### config.mk
export PLATFORM = sky130hd
export DESIGN_NAME = sync_fifo_flat
export DESIGN_NICKNAME = d
export VERILOG_FILES = /design/src/rtl/sync_fifo_if.sv /design/src/rtl/sync_fifo.sv /design/src/flat_wrapper.sv
export SDC_FILE = /design/constraint.sdc
export NUM_CORES = 1
export LEC_CHECK = 0
export CORE_UTILIZATION = 60
export CTS_CLUSTER_DIAMETER = 30
export DETAILED_ROUTE_END_ITERATION = 8
export GPL_ROUTABILITY_DRIVEN = 0
export PLACE_DENSITY = 0.84
export SLEW_MARGIN = 20
export SYNTH_ARGS = -nofsm -noshare
export SYNTH_HDL_FRONTEND = slang
export SYNTH_SLANG_ARGS = --single-unit
### constraint.sdc
create_clock -name clk -period 5.45 [get_ports clk]
set_input_delay 0.8175 -clock clk [delete_from_list [all_inputs] [get_ports clk]]
set_output_delay 0.8175 -clock clk [all_outputs]
set_load 0.02 [all_outputs]
### src/rtl/sync_fifo_if.sv
// Handshake bundle for sync_fifo: write side, read side and status outputs.
// The slave modport is the FIFO itself; the master modport is its user.
interface sync_fifo_if #(
    parameter int DSIZE = 8,
    parameter int ASIZE = 4
);
    logic [DSIZE-1:0] wr_data;
    logic             wr_en;
    logic             o_wfull;
    logic             o_walmost_full;
    logic             rd_en;
    logic [DSIZE-1:0] rd_data;
    logic             rd_valid;
    logic             o_rempty;
    logic             o_ralmost_empty;
    logic [ASIZE:0]   count;
    logic             overflow;
    logic             underflow;

    modport slave (
        input  wr_data, wr_en, rd_en,
        output o_wfull, o_walmost_full, rd_data, rd_valid,
               o_rempty, o_ralmost_empty, count, overflow, underflow
    );

    modport master (
        output wr_data, wr_en, rd_en,
        input  o_wfull, o_walmost_full, rd_data, rd_valid,
               o_rempty, o_ralmost_empty, count, overflow, underflow
    );
endinterface

### src/rtl/sync_fifo.sv
// Single-clock FIFO with occupancy count, almost-full/empty thresholds,
// sticky overflow/underflow flags and a registered or fall-through read port.
module sync_fifo #(
    parameter int DSIZE     = 8,
    parameter int ASIZE     = 4,
    parameter int FWFT      = 0,
    parameter int AFULL_TH  = 12,
    parameter int AEMPTY_TH = 2
) (
    input logic         clk,
    input logic         rst,
    sync_fifo_if.slave  bus
);
    localparam int              DEPTH     = 1 << ASIZE;
    localparam logic [ASIZE:0]  C_DEPTH   = (ASIZE+1)'(DEPTH);
    localparam logic [ASIZE:0]  C_AFULL   = (ASIZE+1)'(AFULL_TH);
    localparam logic [ASIZE:0]  C_AEMPTY  = (ASIZE+1)'(AEMPTY_TH);
    localparam logic [ASIZE:0]  C_CNT_ONE = (ASIZE+1)'(1);
    localparam logic [ASIZE-1:0] C_PTR_ONE = ASIZE'(1);

    logic [DSIZE-1:0] r_mem [DEPTH];
    logic [ASIZE-1:0] r_wr_ptr;
    logic [ASIZE-1:0] r_rd_ptr;
    logic [ASIZE:0]   r_count;
    logic             r_overflow;
    logic             r_underflow;

    logic w_full;
    logic w_empty;
    logic w_wr_acc;
    logic w_rd_acc;

    // Full/empty come from the count so the pointers can wrap freely.
    assign w_full   = (r_count == C_DEPTH);
    assign w_empty  = (r_count == '0);
    assign w_wr_acc = bus.wr_en && !w_full;
    assign w_rd_acc = bus.rd_en && !w_empty;

    always_ff @(posedge clk) begin
        if (w_wr_acc) begin
            r_mem[r_wr_ptr] <= bus.wr_data;
        end
    end

    always_ff @(posedge clk or posedge rst) begin
        if (rst) begin
            r_wr_ptr    <= '0;
            r_rd_ptr    <= '0;
            r_count     <= '0;
            r_overflow  <= 1'b0;
            r_underflow <= 1'b0;
        end else begin
            if (w_wr_acc) begin
                r_wr_ptr <= r_wr_ptr + C_PTR_ONE;
            end
            if (w_rd_acc) begin
                r_rd_ptr <= r_rd_ptr + C_PTR_ONE;
            end
            if (w_wr_acc && !w_rd_acc) begin
                r_count <= r_count + C_CNT_ONE;
            end else if (!w_wr_acc && w_rd_acc) begin
                r_count <= r_count - C_CNT_ONE;
            end
            if (bus.wr_en && w_full) begin
                r_overflow <= 1'b1;
            end
            if (bus.rd_en && w_empty) begin
                r_underflow <= 1'b1;
            end
        end
    end

    generate
        if (FWFT == 0) begin : g_reg_read
            logic [DSIZE-1:0] r_rd_data;
            logic             r_rd_valid;

            always_ff @(posedge clk or posedge rst) begin
                if (rst) begin
                    r_rd_data  <= '0;
                    r_rd_valid <= 1'b0;
                end else begin
                    r_rd_valid <= w_rd_acc;
                    if (w_rd_acc) begin
                        r_rd_data <= r_mem[r_rd_ptr];
                    end
                end
            end

            assign bus.rd_data  = r_rd_data;
            assign bus.rd_valid = r_rd_valid;
        end else begin : g_fwft
            // Head word is always presented; zero when nothing is stored.
            assign bus.rd_data  = w_empty ? '0 : r_mem[r_rd_ptr];
            assign bus.rd_valid = !w_empty;
        end
    endgenerate

    assign bus.o_wfull         = w_full;
    assign bus.o_walmost_full  = (r_count >= C_AFULL);
    assign bus.o_rempty        = w_empty;
    assign bus.o_ralmost_empty = (r_count <= C_AEMPTY);
    assign bus.count           = r_count;
    assign bus.overflow        = r_overflow;
    assign bus.underflow       = r_underflow;
endmodule

### src/flat_wrapper.sv
// flat-port wrapper written by rule: the top's interface ports become plain ports
module sync_fifo_flat 
#(
    parameter int DSIZE     = 8,
    parameter int ASIZE     = 4,
    parameter int FWFT      = 0,
    parameter int AFULL_TH  = 12,
    parameter int AEMPTY_TH = 2
)
  (clk, rst, bus_wr_data, bus_wr_en, bus_rd_en, bus_o_wfull, bus_o_walmost_full, bus_rd_data, bus_rd_valid, bus_o_rempty, bus_o_ralmost_empty, bus_count, bus_overflow, bus_underflow);
  sync_fifo_if #(.DSIZE(DSIZE), .ASIZE(ASIZE)) bus_i ();
  input logic clk;
  input logic rst;
  input wire logic [$bits(bus_i.wr_data)-1:0] bus_wr_data;
  input wire logic [$bits(bus_i.wr_en)-1:0] bus_wr_en;
  input wire logic [$bits(bus_i.rd_en)-1:0] bus_rd_en;
  output wire logic [$bits(bus_i.o_wfull)-1:0] bus_o_wfull;
  output wire logic [$bits(bus_i.o_walmost_full)-1:0] bus_o_walmost_full;
  output wire logic [$bits(bus_i.rd_data)-1:0] bus_rd_data;
  output wire logic [$bits(bus_i.rd_valid)-1:0] bus_rd_valid;
  output wire logic [$bits(bus_i.o_rempty)-1:0] bus_o_rempty;
  output wire logic [$bits(bus_i.o_ralmost_empty)-1:0] bus_o_ralmost_empty;
  output wire logic [$bits(bus_i.count)-1:0] bus_count;
  output wire logic [$bits(bus_i.overflow)-1:0] bus_overflow;
  output wire logic [$bits(bus_i.underflow)-1:0] bus_underflow;
  assign bus_i.wr_data = bus_wr_data;
  assign bus_i.wr_en = bus_wr_en;
  assign bus_i.rd_en = bus_rd_en;
  assign bus_o_wfull = bus_i.o_wfull;
  assign bus_o_walmost_full = bus_i.o_walmost_full;
  assign bus_rd_data = bus_i.rd_data;
  assign bus_rd_valid = bus_i.rd_valid;
  assign bus_o_rempty = bus_i.o_rempty;
  assign bus_o_ralmost_empty = bus_i.o_ralmost_empty;
  assign bus_count = bus_i.count;
  assign bus_overflow = bus_i.overflow;
  assign bus_underflow = bus_i.underflow;
  sync_fifo #(.DSIZE(DSIZE), .ASIZE(ASIZE), .FWFT(FWFT), .AFULL_TH(AFULL_TH), .AEMPTY_TH(AEMPTY_TH)) u_core (.clk(clk), .rst(rst), .bus(bus_i));
endmodule
==> out/metrics.cfg, run 1 <==
[timing]
worst_pin_slew_ns = 1.05
period_share = 0.576
max_slew_margin = 0.300
grt_setup_unrepaired = no
final.setup.tns_ns = 0
fin_hold_ws_ns = 0.473
skew_ns = 0.00873
final_hold_viol_count = 0
maxSlewViolCount = 0
fin_ws_ns = 2.31
fmax_ghz = 0.318
setup_viol = 0
fin_crit_ns = 3.14

[worst_setup_path]
r2r_slack_ns = 2.31
reg2reg_from = u_core.bus.count[2]
arrival_ns = 3.58
path_cells = or3_4 -> o31ai_4 -> ha_1 -> inv_1 -> fa_1 -> a21o_1 -> a21oi_1 -> mux2i_1 -> xnor2_1
cp_slowest_stage_delay_ns = 0.59
critPathRequiredTime_ns = 5.89
endpoint = u_core.bus.count[4]
startpoint_type = flop
critPathMaxFanout = 12
rr_endpoint = u_core.bus.count[4]
path_class = reg2reg
worstSetupEndpointType = flop
crit_path_start = u_core.bus.count[2]
r2r_cells = 9
worst_path_max_delay_cell = o31ai_4

[clocking]
clock-root-buffer = clkbuf_8
cts_tree = built
cts-resized-gates = 0
htreeDepth = 4
clock_path_buffers = 2
insertion_delay_ns = 0.52
cts_buffers = 17
postCtsSetupRepairBufs = 0
cts_sinks = 152
ctsHoldBuffers = 0
clk_pin_slew_ns = 0.06

[global_route]
grtUsageTotal = 0.250
antenna_found_initial = 0
grt_overflow = 0
first_global_vias = 3116
grt_max_degree = 34
grt_pass1_wl_mm = 17.9

[detailed_routing]
antenna_left = 0
top_layer = met4
wl_mm = 11.7
wl_met1_mm = 4.73
drc = 0
vias = 3052
avgViaCountPerCell = 6.13
wl_per_cell_um = 23.5
wl_met3_um = 743
wl_met2_mm = 6.09
firstDrtPassIters = 5
drtIter0Drc = 241

[floorplanning]
io_pins = 32
core_sq_um = 9820
die_w_um = 103
start_util = 0.622
dieArea_sq_um = 10600
rows = 36
die_h_um = 103

[flow_run]
cap_violations = 0

[power_and_ir_drop]
clock_power_share = 0.286
seq_power_share = 0.411
total_leakage_power_nw = 2.44
combPwrFrac = 0.302
ir_drop_mv = 0.269
p_switching_mw = 1.22
p_sw_frac = 0.313
power.total_mw = 3.88
power-per-cell-area_nw_per_um2 = 546
p_int_mw = 2.66

[finish]
multi_input_area_sq_um = 1560
diodes = 0
layout-drive-gt1-share = 0.203
final_common_cell = edfxtp_1
fill_cells = 583
nNetsFinal = 374
area_growth_pct = 16.2
final_cell_mix = 128 x edfxtp_1, 31 x clkdlybuf4s50_1, 28 x mux4_2
ff_latch_area_sq_um = 4440

[place]
dp_slack_ns = 2.08
post-dp-hpwl_mm = 6.87
port_buffers = 31

[run_status]
status = finished, final reports clean

[worst_hold_path]
hold_path_startpoint = u_core.bus.underflow
hold_path.class = reg2reg

[synth]
synth-seq-cells = 152
synthFlopType = edfxtp_1
syn_avg_cell_area_sq_um = 19.5
async_flop_share = 0.158
synth_nets = 336
yosysSeqAreaShare = 0.727
ys_types = 35
ys_warn_count = 0
synth_edf_count = 128
syn_inst = 314
synth_area_sq_um = 6110

[state kept, by name, indices dropped and copies added, names as in the netlist]
| register | flops |
|---|---|
| u_core.r_mem | 128 |
| u_core.bus.rd_data | 8 |
| u_core.bus.count | 5 |
| u_core.r_rd_ptr | 4 |
| u_core.r_wr_ptr | 4 |
| u_core.bus.overflow | 1 |
| u_core.bus.rd_valid | 1 |
| u_core.bus.underflow | 1 |
[power groups by stage]
stage	clock (mW)	combinational (mW)	sequential (mW)
floorplan	0	0.811	1.62
finish	1.11	1.17	1.60
global placement	0	1.14	1.60
global route	1.17	1.27	1.61
detailed placement	0	1.17	1.61
CTS	1.12	1.19	1.59
[critical path: cells and delay by family (launching register included)]
kind                     cells  cell delay, ns
AO/OA/AOI/OAI                3            0.96
adder cells (fa/ha/maj)      2            0.71
flip-flops                   1            0.45
AND/OR/NAND/NOR              1            0.44
multiplexers                 1            0.25
XOR/XNOR                     1            0.14
buffers and inverters        1            0.11
[metrics by stage]
stage / util / cells / instance area, sq um
floorplan: - / 314 / 6110
global placement: 0.663 / 466 / 6510
detailed placement: 0.664 / 466 / 6520
CTS: 0.722 / 498 / 7090
global route: 0.723 / 498 / 7100
finish: 0.723 / 498 / 7100
[kinds of logic after synthesis]
logic type	share of synthesized area
xor gates and xnor gates	0.0143
AOI/OAI and AO/OA	0.0315
and+or+nand+nor	0.0367
muxes	0.148
adders and majority gates	0.0217
DFF	0.727
buffers and inverters	0.0201
[synth_stat cells, drive strengths merged (2+ instances only)]
library cell	number	share of area
a21oi	3	0.0025
ha	9	0.018
a21o	5	0.0061
nand4	2	0.0020
xnor2	9	0.013
nor3	5	0.0041
nand2	20	0.013
nor2	17	0.010
dfrtp	24	0.098
nand2b	3	0.0035
o221ai	7	0.010
mux2i	16	0.026
clkbuf	3	0.0018
edfxtp	128	0.63
buf	12	0.014
mux4	32	0.12
o21ai	3	0.0025
inv	6	0.0041
[worst min-delay path by stage]
stage                                 to  cells after the start  slack [ns]
detailed placement  u_core.bus.underflow                      1        0.46
floorplan             u_core.r_rd_ptr[1]                      3        0.56
finish              u_core.bus.underflow                      1        0.47
global route        u_core.bus.underflow                      1        0.50
global placement    u_core.bus.underflow                      1        0.44
CTS                 u_core.bus.underflow                      1        0.47
[final cells by class]
type	instances	share of cell area
clock inverters	9	0.00846
repair buffers	34	0.0469
inverters	6	0.00352
clock buffers	23	0.0719
well taps	133	0.0234
multi-input cells	141	0.220
flip-flops and latches	152	0.626
[routing by layer]
metal,vias to the layer above,global-route usage
li1,1324,-
met1,1573,0.332
met2,141,0.400
met3,14,0.0766
met4,0,0.0867
met5,-,0
Note: power is estimated with default switching activity, not from simulation.
==> run 2, diff against run 1 <==
--- a/config.mk
+++ b/config.mk
@@ -5,11 +5,11 @@
 export SDC_FILE = /design/constraint.sdc
 export NUM_CORES = 1
 export LEC_CHECK = 0
-export CORE_UTILIZATION = 60
+export CORE_UTILIZATION = 53
 export CTS_CLUSTER_DIAMETER = 30
 export DETAILED_ROUTE_END_ITERATION = 8
 export GPL_ROUTABILITY_DRIVEN = 0
-export PLACE_DENSITY = 0.84
+export PLACE_DENSITY = 0.79
 export SLEW_MARGIN = 20
 export SYNTH_ARGS = -nofsm -noshare
 export SYNTH_HDL_FRONTEND = slang
==> constraint.sdc (replaced) <==
create_clock -name clk -period 2.85 [get_ports clk]
set_input_delay 0.4275 -clock clk [delete_from_list [all_inputs] [get_ports clk]]
set_output_delay 0.4275 -clock clk [all_outputs]
set_load 0.02 [all_outputs]
==> run 2 against run 1 <==
Wire length shrank 4.4%. Count of clock-buffer cells in the layout shrank 5. Sequential cell count is the same. Combinational power grew 96%. Utilization shrank 6.2 points. Setup slack lost 2.1 ns. Clock power grew 100%. Global-route usage shrank 3.4 points. Critical path type unchanged. Highest routed layer unchanged.
==> out/metrics.cfg, run 2 (synthesis gave the netlist of run 1 again) <==
[global_route]
grt_max_degree = 28
grt_overflow = 0
antenna_found_initial = 0
first_global_vias = 3158
grt_pass1_wl_mm = 17.7
grtUsageTotal = 0.216

[detailed_routing]
antenna_left = 0
vias = 3055
wl_mm = 11.2
avgViaCountPerCell = 5.80
firstDrtPassIters = 4
wl_per_cell_um = 21.2
drc = 0
drtIter0Drc = 179

[place]
post-dp-hpwl_mm = 7.21
port_buffers = 31
placed_cell_area_sq_um = 6700
dp_slack_ns = 0.168

[timing]
period_share = 0.928
grt_setup_unrepaired = no
fin_ws_ns = 0.206
maxSlewViolCount = 0
skew_ns = 0.00648
max_slew_margin = 0.625
final.setup.tns_ns = 0
fin_crit_ns = 2.64
fmax_ghz = 0.378
final_hold_viol_count = 0
setup_viol = 0
worst_pin_slew_ns = 0.561

[worst_setup_path]
worst_path_max_delay_cell = dfrtp_1
startpoint_type = flop
critPathRequiredTime_ns = 3.19
path_cells = or3_4 -> o31ai_4 -> ha_1 -> inv_1 -> fa_1 -> a21o_1 -> a21oi_1 -> mux2i_1 -> xnor2_1
critPathMaxFanout = 6
cp_slowest_stage_delay_ns = 0.44
path_class = reg2reg
arrival_ns = 2.98
worstSetupEndpointType = flop

[clocking]
cts_buffers = 17
cts_tree = built
clk_pin_slew_ns = 0.06
insertion_delay_ns = 0.41
htreeDepth = 4
postCtsSetupRepairBufs = 0
cts_sinks = 152
clock_path_buffers = 2
ctsHoldBuffers = 0
clock-root-buffer = clkbuf_16
cts-resized-gates = 0

[floorplanning]
rows = 38
io_pins = 32
dieArea_sq_um = 12000
die_w_um = 109
core_sq_um = 11000
die_h_um = 109
start_util = 0.554

[finish]
area_growth_pct = 19.5
layout-drive-gt1-share = 0.238
fill_cells = 723
nNetsFinal = 396
postLayoutCellArea_sq_um = 7300
largest_register = u_core.r_mem
largest_register_ff_count = 128
final_cell_mix = 128 x edfxtp_1, 31 x clkdlybuf4s50_1, 28 x mux4_2
diodes = 0
ff_latch_area_sq_um = 4440
final_common_cell = edfxtp_1
multi_input_area_sq_um = 1540

[power_and_ir_drop]
power.total_mw = 7.58
total_leakage_power_nw = 2.57
ir_drop_mv = 0.709
power-per-cell-area_nw_per_um2 = 1040

[worst_hold_path]
hold_path.class = in2async

[run_status]
status = finished, final reports clean

[flow_run]
cap_violations = 0

[run 2: metrics by stage]
step | hold WS (ns) | utilization | instances
after CTS | 0.381 | 0.662 | 527
after global routing | 0.416 | 0.662 | 527
after floorplan | 0.442 | - | 314
after detailed placement | 0.444 | 0.607 | 495
final | 0.387 | 0.662 | 527
after global placement | 0.438 | 0.607 | 495
[run 2: worst max-delay path, delay by kind of cell (launching register included)]
family / cells / cell delay, ns
compound gates: 3 / 0.59
buf+inv: 1 / 0.11
flops: 1 / 0.44
mux: 1 / 0.23
simple gates: 1 / 0.44
fa+ha+maj: 2 / 0.63
xor+xnor: 1 / 0.13
[run 2: cell type report]
class / instances / area share
tap: 140 / 0.0240
multi-input combinational: 141 / 0.212
timing repair buffer: 56 / 0.0699
clock inverter: 14 / 0.0235
sequential: 152 / 0.609
inverter: 6 / 0.00343
clock buffer: 18 / 0.0588
[run 2: worst paths after layout]
check                                     from                   to  slack (ns)  cells after the start
setup / recovery           u_core.bus.count[2]  u_core.bus.count[4]        0.21                      9
setup reg to reg           u_core.bus.count[2]  u_core.bus.count[4]        0.21                      9
hold reg to reg            u_core.bus.overflow  u_core.bus.overflow        0.45                      1
min in group clk           u_core.bus.overflow  u_core.bus.overflow        0.45                      1
max in group asynchronous                  rst  u_core.bus.overflow        2.21                      3
hold / removal                             rst  u_core.bus.rd_valid        0.39                      3
[run 2: routing by layer]
metal	part of all wire	vias up	global-route usage
met4	0.020	0	0.0790
met1	0.41	1563	0.277
met3	0.063	17	0.0717
met2	0.50	106	0.349
li1	-	1369	-
met5	0	-	0
[run 2: where the power goes]
group          internal [mW]  switching (mW)  leakage, nW  total (mW)
logic                   1.14            1.15        0.838        2.29
registers               2.77           0.280         1.44        3.05
clock network           1.38           0.860        0.289        2.24
total                   5.29            2.29         2.57        7.58
==> run 3, diff against run 2 <==
--- a/config.mk
+++ b/config.mk
@@ -14,3 +14,4 @@
 export SYNTH_ARGS = -nofsm -noshare
 export SYNTH_HDL_FRONTEND = slang
 export SYNTH_SLANG_ARGS = --single-unit
+export TNS_END_PERCENT = 30
==> results of run 3 <==
No change in the layout: final DEF, timing and power equal those of run 2.
